File: src/rtl/pslip_grant_arb.sv
// pslip_grant_arb: registers a pSLIP request vector, grants one requester round-robin, holds the grant until accept/reject/timeout
module pslip_grant_arb #(
    parameter int N       = 4,
    parameter int P       = 16,
    parameter int TIMEOUT = 8
) (
    input  logic                 clk,
    input  logic                 reset,
    input  logic [N-1:0]         req,
    input  logic [$clog2(P)-1:0] pri,
    input  logic                 req_valid,
    output logic                 req_ready,
    output logic [N-1:0]         gnt,
    output logic [$clog2(P)-1:0] gnt_pri,
    output logic                 gnt_valid,
    input  logic                 acc,
    input  logic                 rej,
    output logic [$clog2(N)-1:0] ptr,
    output logic                 timeout_pulse
);
    localparam int NW = $clog2(N);
    localparam int PW = $clog2(P);
    localparam int CW = TIMEOUT > 1 ? $clog2(TIMEOUT) : 1;

    typedef enum logic {IDLE, GRANT} state_t;

    state_t          state_q, state_d;
    logic [NW-1:0]   ptr_q, ptr_d, idx_q, idx_d, sel;
    logic [PW-1:0]   pri_q, pri_d;
    logic [CW-1:0]   cnt_q, cnt_d;
    logic            tp_q, tp_d, hit;

    assign req_ready     = state_q == IDLE;
    assign gnt_valid     = state_q == GRANT;
    assign gnt           = gnt_valid ? N'(1) << idx_q : '0;
    assign gnt_pri       = pri_q;
    assign ptr           = ptr_q;
    assign timeout_pulse = tp_q;

    // first requester at or above the pointer, wrapping modulo N
    always_comb begin
        sel = '0;
        hit = 1'b0;
        for (int j = 0; j < N; j++) begin
            if (!hit && req[(int'(ptr_q) + j) % N]) begin
                hit = 1'b1;
                sel = NW'((int'(ptr_q) + j) % N);
            end
        end
    end

    // next state: latch a grant from IDLE, close it on accept, reject or timeout
    always_comb begin
        state_d = state_q;
        ptr_d   = ptr_q;
        idx_d   = idx_q;
        pri_d   = pri_q;
        cnt_d   = cnt_q;
        tp_d    = 1'b0;
        if (state_q == IDLE) begin
            if (req_valid && hit) begin
                state_d = GRANT;
                idx_d   = sel;
                pri_d   = pri;
                cnt_d   = '0;
            end
        end else if (acc) begin
            state_d = IDLE;
            ptr_d   = idx_q == NW'(N - 1) ? '0 : idx_q + 1'b1;
        end else if (rej) begin
            state_d = IDLE;
        end else if (TIMEOUT > 0 && cnt_q == CW'(TIMEOUT - 1)) begin
            state_d = IDLE;
            tp_d    = 1'b1;
        end else begin
            cnt_d = cnt_q + 1'b1;
        end
    end

    // state registers with synchronous reset
    always_ff @(posedge clk) begin
        if (reset) begin
            state_q <= IDLE;
            ptr_q   <= '0;
            idx_q   <= '0;
            pri_q   <= '0;
            cnt_q   <= '0;
            tp_q    <= 1'b0;
        end else begin
            state_q <= state_d;
            ptr_q   <= ptr_d;
            idx_q   <= idx_d;
            pri_q   <= pri_d;
            cnt_q   <= cnt_d;
            tp_q    <= tp_d;
        end
    end
endmodule

File: config.mk
export PLATFORM = sky130hd
export DESIGN_NAME = pslip_grant_arb
export DESIGN_NICKNAME = d
export VERILOG_FILES = /design/src/rtl/pslip_grant_arb.sv
export SDC_FILE = /design/constraint.sdc
export NUM_CORES = 1
export LEC_CHECK = 0
export ABC_AREA = 1
export BUFFER_PORTS_ARGS = -buffer_cell sky130_fd_sc_hd__buf_2
export CAP_MARGIN = 30
export CORE_MARGIN = 2
export CORE_UTILIZATION = 49
export DETAILED_ROUTE_END_ITERATION = 8
export PLACE_DENSITY = 0.77
export SKIP_CTS_REPAIR_TIMING = 1
export SLEW_MARGIN = 5
export SYNTH_ARGS = -nofsm -noshare
export SYNTH_HDL_FRONTEND = slang
export SYNTH_SLANG_ARGS = --single-unit
File: constraint.sdc
create_clock -name clk -period 2.1 [get_ports clk]
set_clock_uncertainty 0.2 [all_clocks]
set_input_delay 0.21 -clock clk [delete_from_list [all_inputs] [get_ports clk]]
set_output_delay 0.21 -clock clk [all_outputs]
set_load 0.05 [all_outputs]
==> results.py <==
metrics = {
    "setup_path": {
        "critPathLaunch": "ptr[0]$_SDFFE_PP0P_",
        "cp_top_family": "simple AND/OR/NAND/NOR gates",
        "critPathKind": "reg2reg",
        "r2r_setup_slack_ns": 0.29,
        "crit_fanout": 13,
        "start_kind": "flip-flop",
        "cp_num_buf_inv": 2,
        "slowest_stage": "dfxtp_2",
        "cp.arrival_ns": 1.78,
        "worstReg2RegStart": "ptr[0]$_SDFFE_PP0P_",
        "crit_top_cell": "nand2_2",
        "cp_data_required_time_ns": 2.07,
        "worst_setup_path_end_kind": "flip-flop",
        "slowest_delay_ns": 0.38,
        "crit_chain": "inv_1 -> nand2_1 -> nand2_1 -> nand2_2 -> nand2_2 -> nor2_4 -> nand3_2 -> nand2_2 -> inv_1 -> nor2_1 -> nor2_1",
    },
    "run": {
        "cap_violations": 0,
    },
    "placement": {
        "gp_congestion": 0.841,
        "portBuffers": 25,
        "placed_cells": 172,
        "dpl.hpwl_um": 1430,
    },
    "layout": {
        "drive_gt1_frac": 0.275,
        "final_cells": 177,
        "finalNetCount": 180,
        "multi_input_area_um2": 510,
        "final_cell_mix": "35 x nand2_1, 25 x buf_2, 18 x inv_1, 16 x nor2_1, 12 x dfxtp_1",
        "final_core_utilization": 0.612,
        "antennaDiodeCount": 0,
        "syn_to_final_growth_pct": 19.5,
        "final_common_cell": "nand2_1",
        "regArea_um2": 262,
        "n_fill_cell": 173,
    },
    "sta": {
        "holdWs_ns": -0.0132,
        "timing.fmax_mhz": 552,
        "setup_viol": 0,
        "fin_crit_sh": 0.862,
        "worst_pin_slew_ns": 0.309,
        "period_needed_ns": 1.81,
        "hold_viol": 5,
        "rsz0062_at_grt": "false",
        "fin_setup_tns_ns": 0,
        "relSlewSlack": 0.794,
        "slew_violations": 0,
    },
    "grt": {
        "grt-ovfl-total": 0,
        "grt_max_degree": 14,
        "use_met1": 0.212,
        "grt_pass1_vias": 724,
        "grtUsageMet2": 0.328,
        "antenna_found_initial": 0,
        "grt_pass1_wl_um": 2790,
        "top_usage_layer": "met2",
        "grtUsageMet3": 0.0357,
        "grt_usage": 0.181,
    },
    "clocking": {
        "tritoncts": "done",
        "cts.sinks": 13,
        "insertion_delay_ns": 0.27,
        "h-tree-depth": 1,
        "cts_buffers": 3,
        "clockBufferDepth": 2,
        "clk_pin_slew_worst_paths_ns": 0.08,
        "cts_root_buf": "clkbuf_4",
    },
    "power_and_ir_drop": {
        "cellPowerDensity_nw_per_um2": 636,
        "combinationalPowerShare": 0.350,
        "clock_power_share": 0.226,
        "ir_drop_mv": 0.408,
        "p_sw_frac": 0.382,
        "p_seq_frac": 0.424,
        "power_switching_mw": 0.251,
        "finalPower_mw": 0.658,
        "p_leak_nw": 0.580,
        "p_int_mw": 0.406,
    },
    "route": {
        "totalWireLength_um": 1720,
        "drtAntennaViolNets": 0,
        "drc_errors": 0,
        "avgViaCountPerCell": 4.96,
        "dr_total_vias": 878,
        "first_iter_violations": 14,
        "wl_per_cell_um": 9.74,
        "drtPass1Iterations": 4,
    },
    "die": {
        "die_y_um": 46.0,
        "initial_utilization": 0.512,
        "dieArea_um2": 2120,
        "ioPinCount": 26,
        "fp.coreArea_um2": 1690,
        "die_x_um": 46.0,
        "rows": 15,
    },
    "synth": {
        "syn-num-nets": 151,
        "seq_area_frac_synth": 0.301,
        "syn_avg_cell_area_um2": 6.55,
        "synth_cell_types": 19,
        "synth_area_um2": 865,
        "synthCells": 132,
        "ys_ff_latch": 13,
        "yosys_warnings": 0,
    },
    "worst_hold_path": {
        "hold_path_class": "in2reg",
        "min_from": "pri[0]",
    },
    "run_status": {
        "violations": "negative hold slack",
        "status": "finished, violations left",
    },
}
## synth_stat cells (all sizes together)
master / instances / share of area
a21oi: 8 / 0.046
nand3: 9 / 0.069
inv: 19 / 0.082
nor2: 17 / 0.082
o21ai: 12 / 0.074
clkbuf: 1 / 0.0043
ha: 6 / 0.087
o21a: 1 / 0.0087
nand2: 43 / 0.22
buf: 2 / 0.022
nand4: 1 / 0.0072
dfxtp: 13 / 0.30
## per-stage QoR
| step | hold slack (ns) | instance area, um^2 | setup WS [ns] |
|---|---|---|---|
| 6_report | -0.0132 | 1030 | 0.289 |
| 5_1_grt | 0.00642 | 1030 | 0.0699 |
| 4_1_cts | -0.0748 | 1020 | 0.218 |
| 3_5_place_dp | 0.218 | 996 | 0.224 |
| 3_3_place_gp | 0.215 | 996 | 0.342 |
| 2_1_floorplan | 0.0791 | 865 | 0.108 |
## worst register-to-register path, stage by stage (launching register included)
cell and delay, ns:
dfxtp_2 0.38, inv_1 0.13, nand2_1 0.08, nand2_1 0.11, nand2_2 0.10, nand2_2 0.08, nor2_4 0.13, nand3_2 0.08
nand2_2 0.19, inv_1 0.12, nor2_1 0.10, nor2_1 0.05
## cell families after synthesis
kind of cell,Yosys count,synth area share
fa+ha+maj,6,0.0868
flops,13,0.301
simple gates,70,0.375
compound gates,21,0.129
buf+inv,22,0.109
## routing by layer
metal  share of wire  wire (um)
met3           0.025         43
met5               0          0
met1            0.47        816
met4          0.0035          6
met2            0.50        858
## area by class of cell
cell class	count	area share
Clock buffer	4	0.0254
Inverter	19	0.0690
Multi-Input combinational cell	97	0.494
Sequential cell	13	0.253
Tap cell	17	0.0206
Timing Repair Buffer	27	0.138
## path summary, 6_finish.rpt
| path | to | cells after the start |
|---|---|---|
| worst min register to register | cnt_q[0]$_SDFFE_PP0P_ | 1 |
| worst max register to register | gnt_pri[1]$_SDFFE_PP0P_ | 11 |
| worst min-delay path | gnt_pri[0]$_SDFFE_PP0P_ | 3 |
| worst max-delay path | gnt_pri[1]$_SDFFE_PP0P_ | 11 |
## flip-flops by register name (all words and copies together) (netlist names)
register       cells
cnt_q              3
gnt_pri            4
gnt_valid          1
idx_q              2
ptr                2
timeout_pulse      1
## power groups by stage
stage,Clock (mW),Combinational [mW],Sequential [mW]
3_5_place_dp,0,0.229,0.285
2_1_floorplan,0,0.144,0.320
4_1_cts,0.157,0.230,0.279
3_3_place_gp,0,0.224,0.284
6_report,0.149,0.230,0.279
5_1_grt,0.172,0.256,0.282
(Power assumes the default switching activity.)
